**src/rtl/seq_shift_unit_pkg.sv**
```systemverilog
// Shared encodings for the multi-cycle shifter: operation codes and FSM states.
package seq_shift_unit_pkg;

    typedef enum logic [1:0] {
        OP_LSL = 2'b00,
        OP_LSR = 2'b01,
        OP_ASR = 2'b10,
        OP_ROR = 2'b11
    } op_e;

    typedef enum logic [1:0] {
        ST_IDLE  = 2'd0,
        ST_SHIFT = 2'd1,
        ST_DONE  = 2'd2
    } state_e;

endpackage

```
**src/rtl/seq_shift_unit_if.sv**
```systemverilog
// Request/response bundle between the control FSM (master) and the shifter (slave).
interface seq_shift_unit_if
    import seq_shift_unit_pkg::*;
#(
    parameter int W     = 32,
    parameter int AMT_W = 8
);
    logic             start;
    op_e              op;
    logic [W-1:0]     operand;
    logic [AMT_W-1:0] amount;
    logic             carry_in;
    logic             busy;
    logic             done;
    logic [W-1:0]     result;
    logic             carry_out;

    modport master (
        output start, op, operand, amount, carry_in,
        input  busy, done, result, carry_out
    );

    modport slave (
        input  start, op, operand, amount, carry_in,
        output busy, done, result, carry_out
    );
endinterface

```
**src/rtl/seq_shift_step.sv**
```systemverilog
// One shift step: moves value by k (0..STEP) positions and reports the last bit out.
// k==0 returns value unchanged; the caller must not take carry in that case.
module seq_shift_step
    import seq_shift_unit_pkg::*;
#(
    parameter int W  = 32,
    parameter int KW = 6
) (
    input  logic [W-1:0]  value,
    input  op_e           op,
    input  logic [KW-1:0] k,
    output logic [W-1:0]  shifted,
    output logic          carry
);
    logic [W-1:0] fill;
    logic [W:0]   lwide;
    logic [W:0]   rwide;

    // Left shift carries out of bit W; right shifts use a {fill,value,guard} window
    // so the guard bit catches the last bit shifted out.
    always_comb begin
        fill = '0;
        case (op)
            OP_ASR:  fill = {W{value[W-1]}};
            OP_ROR:  fill = value;
            default: fill = '0;
        endcase
        lwide = {1'b0, value} << k;
        rwide = (W+1)'({fill, value, 1'b0} >> k);
        if (op == OP_LSL) begin
            shifted = lwide[W-1:0];
            carry   = lwide[W];
        end else begin
            shifted = rwide[W:1];
            carry   = rwide[0];
        end
    end

endmodule

```
**src/rtl/seq_shift_unit.sv**
```systemverilog
// Multi-cycle LSL/LSR/ASR/ROR shifter, up to STEP positions per clock, with
// ARM-style carry-out and a start/busy/done handshake.
module seq_shift_unit
    import seq_shift_unit_pkg::*;
#(
    parameter int W     = 32,
    parameter int STEP  = 1,
    parameter int AMT_W = 8
) (
    input  logic           clk,
    input  logic           reset,
    seq_shift_unit_if.slave bus
);
    // rem must hold W+1 (saturated amount), so it needs clog2(W+2) bits.
    localparam int            RW     = $clog2(W + 2);
    localparam logic [RW-1:0] STEP_R = RW'(STEP);
    localparam logic [RW-1:0] SAT    = RW'(W + 1);

    state_e        state_q, state_d;
    op_e           op_q;
    logic [W-1:0]  res_q;
    logic          c_q;
    logic [RW-1:0] rem_q;
    logic [RW-1:0] eff;
    logic [RW-1:0] k;
    logic [31:0]   amt32;
    logic [W-1:0]  step_res;
    logic          step_c;

    // Effective amount: linear shifts saturate at W+1 (any further shifting
    // leaves the same result and carry); rotates fold into 1..W.
    always_comb begin
        amt32 = 32'(bus.amount);
        if (bus.op == OP_ROR)
            eff = (amt32 == 32'd0) ? '0 : RW'(((amt32 - 32'd1) & 32'(W - 1)) + 32'd1);
        else
            eff = (amt32 > 32'(W + 1)) ? SAT : RW'(amt32);
        k = (rem_q < STEP_R) ? rem_q : STEP_R;
    end

    seq_shift_step #(.W(W), .KW(RW)) u_step (
        .value   (res_q),
        .op      (op_q),
        .k       (k),
        .shifted (step_res),
        .carry   (step_c)
    );

    // FSM state register.
    always_ff @(posedge clk) begin
        if (reset) state_q <= ST_IDLE;
        else       state_q <= state_d;
    end

    // Next state: leave SHIFT in the cycle that consumes the last of rem
    // (or immediately when rem is already zero).
    always_comb begin
        state_d = state_q;
        case (state_q)
            ST_IDLE:  if (bus.start) state_d = ST_SHIFT;
            ST_SHIFT: if (rem_q == k) state_d = ST_DONE;
            ST_DONE:  state_d = ST_IDLE;
            default:  state_d = ST_IDLE;
        endcase
    end

    // Datapath: capture on accept, shift while in SHIFT, hold otherwise.
    always_ff @(posedge clk) begin
        if (reset) begin
            op_q  <= OP_LSL;
            res_q <= '0;
            c_q   <= 1'b0;
            rem_q <= '0;
        end else if (state_q == ST_IDLE && bus.start) begin
            op_q  <= bus.op;
            res_q <= bus.operand;
            c_q   <= bus.carry_in;
            rem_q <= eff;
        end else if (state_q == ST_SHIFT && k != '0) begin
            res_q <= step_res;
            c_q   <= step_c;
            rem_q <= rem_q - k;
        end
    end

    assign bus.busy      = (state_q != ST_IDLE);
    assign bus.done      = (state_q == ST_DONE);
    assign bus.result    = res_q;
    assign bus.carry_out = c_q;

endmodule

```
**src/flat_wrapper.sv**
```systemverilog
// flat-port wrapper written by rule: the top's interface ports become plain ports
module seq_shift_unit_flat import seq_shift_unit_pkg::*;
#(
    parameter int W     = 32,
    parameter int STEP  = 1,
    parameter int AMT_W = 8
)
  (clk, reset, bus_start, bus_op, bus_operand, bus_amount, bus_carry_in, bus_busy, bus_done, bus_result, bus_carry_out);
  seq_shift_unit_if #(.W(W), .AMT_W(AMT_W)) bus_i ();
  input  logic clk;
  input  logic reset;
  input wire logic [$bits(bus_i.start)-1:0] bus_start;
  input wire logic [$bits(bus_i.op)-1:0] bus_op;
  input wire logic [$bits(bus_i.operand)-1:0] bus_operand;
  input wire logic [$bits(bus_i.amount)-1:0] bus_amount;
  input wire logic [$bits(bus_i.carry_in)-1:0] bus_carry_in;
  output wire logic [$bits(bus_i.busy)-1:0] bus_busy;
  output wire logic [$bits(bus_i.done)-1:0] bus_done;
  output wire logic [$bits(bus_i.result)-1:0] bus_result;
  output wire logic [$bits(bus_i.carry_out)-1:0] bus_carry_out;
  assign bus_i.start = bus_start;
  assign bus_i.op = bus_op;
  assign bus_i.operand = bus_operand;
  assign bus_i.amount = bus_amount;
  assign bus_i.carry_in = bus_carry_in;
  assign bus_busy = bus_i.busy;
  assign bus_done = bus_i.done;
  assign bus_result = bus_i.result;
  assign bus_carry_out = bus_i.carry_out;
  seq_shift_unit #(.W(W), .STEP(STEP), .AMT_W(AMT_W)) u_core (.clk(clk), .reset(reset), .bus(bus_i));
endmodule
```
**config.mk**
```make
export PLATFORM = sky130hd
export DESIGN_NAME = seq_shift_unit_flat
export DESIGN_NICKNAME = d
export VERILOG_FILES = /design/src/rtl/seq_shift_unit_pkg.sv /design/src/rtl/seq_shift_unit_if.sv /design/src/rtl/seq_shift_step.sv /design/src/rtl/seq_shift_unit.sv /design/src/flat_wrapper.sv
export SDC_FILE = /design/constraint.sdc
export NUM_CORES = 1
export LEC_CHECK = 0
export ABC_CLOCK_PERIOD_IN_PS = 2500
export CORE_UTILIZATION = 47
export CTS_CLUSTER_DIAMETER = 40
export DETAILED_ROUTE_END_ITERATION = 8
export PLACE_DENSITY = 0.89
export SETUP_SLACK_MARGIN = 0.1
export SLEW_MARGIN = 20
export SYNTH_ARGS = -nofsm -noshare
export SYNTH_HDL_FRONTEND = slang
export SYNTH_SLANG_ARGS = --single-unit
export TNS_END_PERCENT = 30
```
**constraint.sdc**
```tcl
create_clock -name clk -period 2.5 [get_ports clk]
set_input_delay 0.5 -clock clk [delete_from_list [all_inputs] [get_ports clk]]
set_output_delay 0.5 -clock clk [all_outputs]
set_load 0.05 [all_outputs]
```
* Word-level counts from Yosys, hierarchy flattened
Index checks and enable logic that the tools add are counted.
Word-level totals: register bits after elaboration 43, input bits 46, output and inout bits 35, logic and storage cells 45
Operators by class: add/subtract/negate cells 3, $lt $le $gt $ge 2, eq/ne operators 8, shifts and indexed selects 2, mux-type cells 16, reduce and logical (&&, ||, !) cells 9
Operator list (count):
- $mux W32 | 3
- $shr A65 B6 Y33 | 1
- $pmux W32 S2 | 1
- $mux W6 | 6
- $shl A32 B6 Y33 | 1
- $eq A2 B2 Y1 const B | 4
- $gt A8 B6 Y1 const B | 1
- $logic_not A8 Y1 | 1
- $add A5 B1 Y6 const B | 1
- $eq A6 B6 Y1 | 1
- $lt A6 B1 Y1 const B | 1
- $reduce_bool A6 Y1 | 1
- $sub A6 B6 Y6 | 1
- $sub A5 B1 Y5 const B | 1
- $logic_not A2 Y1 | 2
- $mux W2 | 2
- $pmux W2 S2 | 1
- $reduce_bool A2 Y1 | 2
- $mux W1 | 3
- $eq A2 B1 Y1 const B | 1
- $logic_and A1 B1 Y1 | 2
- $ne A2 B1 Y1 const B | 1
- $ne A2 B2 Y1 const B | 1
- $reduce_and A2 Y1 | 1

* Logic depth before layout (Yosys ltp)
word-level depth 6, mapped depth 8, gate-level depth less buffers 8

* By module
Synthesis repeated with hierarchy kept, for this count alone.
Unflattened totals: cells, all modules 1201, area, all modules 9233.9 um^2
Modules (own cells, without submodules):
- seq_shift_step | times used 1, cells an instance 910, area each 6844.1 um^2, sequential area each 0.0 um^2
- seq_shift_unit | times used 1, cells an instance 291, area each 2389.8 um^2, sequential area each 860.8 um^2

* Worst setup path after synthesis
OpenSTA, ideal clock, no wires.
kind input to register, from in bus_amount[0], to reg u_core.rem_q[0], setup time 0.112 ns, data arrival time 1.930 ns, required time 2.388 ns, setup slack 0.457 ns, stages 7, path buffers 1, cell sequence clkbuf_1 inv_1 ha_1 o211ai_1 a21oi_1 o221a_2 a2111oi_1
On the way: longest elaborated chain between the ends 5, elaborated cells between the ends (all ways) 8, classes of those cells 2 x add/sub; 1 x order compare; 4 x mux; 1 x reduce/logical
Ends and longest elaborated chain:
- start: declaration | line flat_wrapper.sv:15 | input wire logic [$bits(bus_i.amount)-1:0] bus_amount;
- $sub A5 B1 Y5 | line seq_shift_unit.sv:35 | eff = (amt32 == 32'd0) ? '0 : RW'(((amt32 - 32'd1) & 32'(W - 1)) + 32'd1);
- $add A5 B1 Y6 | line seq_shift_unit.sv:35
- $mux W6 | line seq_shift_unit.sv:35
- $mux W6 * | line seq_shift_unit.sv:34 | if (bus.op == OP_ROR)
- $mux W6 * | line seq_shift_unit.sv:74 | end else if (state_q == ST_IDLE && bus.start) begin
- end signal: assignment | line seq_shift_unit.sv:82 | rem_q <= rem_q - k;
- end: declaration | line seq_shift_unit.sv:23 | logic [RW-1:0] rem_q;
Every way passes the cells marked *; elsewhere a longest branch is shown, timed or not. A chain may end at the register's enable or synchronous reset.

* Worst setup path in the final report
from reg u_core.state_q[1], to out bus_done
On the way: longest elaborated chain between the ends 1
Ends and longest elaborated chain:
- start: declaration | line seq_shift_unit.sv:19 | state_e state_q, state_d;
- start signal: assignment | line seq_shift_unit.sv:52 | else state_q <= state_d;
- $eq A2 B2 Y1 | line seq_shift_unit.sv:87 | assign bus.done = (state_q == ST_DONE);
- end: declaration | line flat_wrapper.sv:18 | output wire logic [$bits(bus_i.done)-1:0] bus_done;
No other way between the ends.

==> results.md <==
- Worst R2R Setup Slack: 0.58 ns
- Placed insts: 449
- Detailed-route DRC error count: 0
- Top cells by area, synth: dfxtp_1 34%, nor2_1 6.5%, mux2i_1 5.9%
- Slew Limit Headroom: between 40% and 50%
- Register area: about 860 µm²
- RR Endpoint: u_core.rem_q[4]
- Clock transition at path regs: ~0.080 ns
- Crit-path max cell delay: 0.82 ns
- Finished layout cell area: 3520 µm²
- Die Area: 5670 µm²
- Setup WS post-layout: between 0.3 and 0.4 ns
- Worst Path Max Fanout: 4
- Leakage: 1.32 nW
- R2R depth: 8
- Layout cell share with drive strength beyond 1: roughly 11%
- Initial antenna violation count: 0
- Commonest non-fill, non-tap cell in the layout: clkdlybuf4s50_1
- Most frequent cells in the layout: 80 x clkdlybuf4s50_1, 44 x nor2_1, 43 x dfxtp_1
- Hold Path Origin: u_core.bus.result[10]
- Total CTS buffers: 5
- Mapped Cells: 311
- Status: finished clean
- Root Buffer: clkbuf_8
- Number of distinct library cells after synthesis: 47
- H-tree depth: 2
- Final Cycle Share: a little over four fifths
- FF+latch count, synth: 43
- Synth async-reset ratio: 0%
- Cell Count, Final, Fillers Out: about 460
- Met2 wire len: 3410 µm
- Die width: 75.3 µm
- Mean Syn Cell Area: 8.13 µm²
- DR WL/cell: between 15 and 20 µm
- Cell row count: 26
- Clk_skew: about 0.0057 ns
- Final antenna diode count: 0
- First-pass GRT wire length: 11100 µm
- CTS sink count: 43
- Count of final hold-check violations: 0
- CP Cell Sequence: nor2b_1 > clkdlybuf4s50_1
- Max-Cap Viols: 0
- GRT Total Usage: 25.5%
- Critical path origin: u_core.state_q[1]
- RSZ-0062 raised after global routing: no
- Footprint of the multi-input gates: 1520 µm²
- Resized cells post-CTS: 0
- Cell taking the most area after synthesis: dfxtp_1
- Input/output buffers: 80
- Aggregate global routing overflow: 0
- Top FF cell, synth: dfxtp_1
- Final Max Slew Viols: 0
- Vias in the first global route: 2420
- WL final: 7060 µm
- Netlist Area Pre-Place: 2530 µm²
- Worst-Margin Slew: 0.853 ns
- Setup TNS: 0 ns
- Total power density per cell area: 744 nW/µm²
- Worst IR Drop VDD: ~0.36 mV
- Met3 WL: 597 µm
- Yosys top cell area share: 34.1%
- Via density: 5.95
- WP buf/inv: 1
- Ys Warns: 0
- CP Launch Type: register
- CP Data Arrival Time: 1.62 ns
- CP Capture Type: primary output
- RD Place Congestion: 0.889
- Final worst path period need: 2.12 ns
- Total I/O pin count: 81
- CTS tree: yes
- CP Depth: 2
- Post-route ant nets: 0
- Clock tree buffer depth: 2
- DR iter-0 viols: 180
- Worst Setup Path Type: register to primary output
- Post-synth EDFFs: 0
- Final setup viols: 0
- Post-CTS Repair Setup Buffers: 0
- Cts-stage hold buffer count: 0
- Crit path capture: bus_done
- Nets: roughly 440
- Mapped Nets: between 300 and 400
- Dpl ws: 0.0811 ns
- Clk_lat worst skew: 0.30 ns
- Largest net degree at the start of global routing: 33
- Layout fillers: 431
- Critical Path Slowest Stage Cell: clkdlybuf4s50_1
- Met1 Wirelength: approximately 2900 µm
- HPWL Detailed: 5150 µm
- Fmax: roughly 470 MHz
- Top routing layer used: met4
- Family with the most delay on the worst path: buffers and inverters
- Die H: 75.3 µm
- Initial core utilization: 49.2%
- Core area: 5140 µm²
- 1st-pass router iterations: 5
- Worst hold path type: register to register
- Syn-to-layout area delta: 39.3%
- Final core occ: around 69%
- RR Startpoint: u_core.rem_q[1]
- Vias: 2718
- Data required time of the worst path: 2.00 ns
- DP Area: 3390 µm²
- Seq/Total Area, Yosys: 34.1%
## routing by layer
layer / up-vias / GRT usage [%]
li1: 1305 / -
met2: 148 / 41.6
met1: 1251 / 32.8
met5: - / 0
met3: 14 / 5.03
met4: 0 / 11.5
## power by group
group          switching [W]  leakage (nW)  total [W]  internal (W)
Sequential          0.000113         0.355   0.000898      0.000785
Combinational       0.000669         0.904    0.00109      0.000420
Clock               0.000231        0.0654   0.000631      0.000399
## cell families (layout without fill, tap and decap cells)
kind of cell / count (synthesis) / in the layout / share of synthesized area (%)
adder cells (fa/ha/maj): 3 / 3 / 1.49
XOR/XNOR: 2 / 2 / 0.693
multiplexers: 15 / 15 / 5.94
AND/OR/NAND/NOR: 116 / 116 / 21.3
flip-flops: 43 / 43 / 34.1
buffers and inverters: 31 / 107 / 5.84
AO/OA/AOI/OAI: 101 / 101 / 30.7
## Yosys cell counts (2+ instances only)
library cell	instances
a2111oi_2	9
dfxtp_1	43
o211ai_1	6
nor4_1	2
nor2_1	44
nor3_1	7
buf_2	7
nand2_1	36
or3_1	2
a221o_1	2
clkbuf_1	15
a21oi_1	28
ha_1	3
o21ai_0	21
a2111oi_0	6
nand3_1	10
nor2b_1	3
inv_1	6
a31oi_1	4
o311ai_0	2
a221o_2	10
mux2i_1	15
buf_6	3
nand2b_1	4
## final cells by class
class / instances / share of cell area (%)
clock buffers: 6 / 2.06
inverters: 6 / 0.640
clock inverters: 2 / 1.71
well taps: 70 / 2.49
multi-input cells: 237 / 43.1
repair buffers: 93 / 25.5
flip-flops and latches: 43 / 24.4
## worst min path at each step
stage | to | slack, ns | depth (start not counted)
2_1_floorplan | u_core.rem_q[5] | 0.51 | 2
3_3_place_gp | u_core.bus.result[14] | 0.52 | 2
3_5_place_dp | u_core.bus.result[25] | 0.53 | 1
4_1_cts | u_core.bus.result[10] | 0.55 | 2
5_1_grt | u_core.bus.result[6] | 0.57 | 2
6_report | u_core.bus.result[10] | 0.55 | 2
## flip-flops by register name, indices dropped and copies added, names as in the netlist
name,flops
u_core.bus.result,32
u_core.rem_q,6
u_core.bus.carry_out,1
u_core.op_q,2
u_core.state_q,2
## tightest hold or removal path, delay by kind of cell (launching register included)
| family | cells | cell delay, ns |
|---|---|---|
| AOI/OAI and AO/OA | 1 | 0.06 |
| and+or+nand+nor | 1 | 0.10 |
| DFF | 1 | 0.34 |
## metrics by stage
| stage | total power (W) | hold WS (ns) |
|---|---|---|
| after floorplan | 0.00164 | 0.509 |
| after global placement | 0.00197 | 0.522 |
| after detailed placement | 0.00199 | 0.531 |
| after CTS | 0.00262 | 0.547 |
| after global routing | 0.00274 | 0.567 |
| final | 0.00262 | 0.547 |
Note: power is estimated with default switching activity, not from simulation.
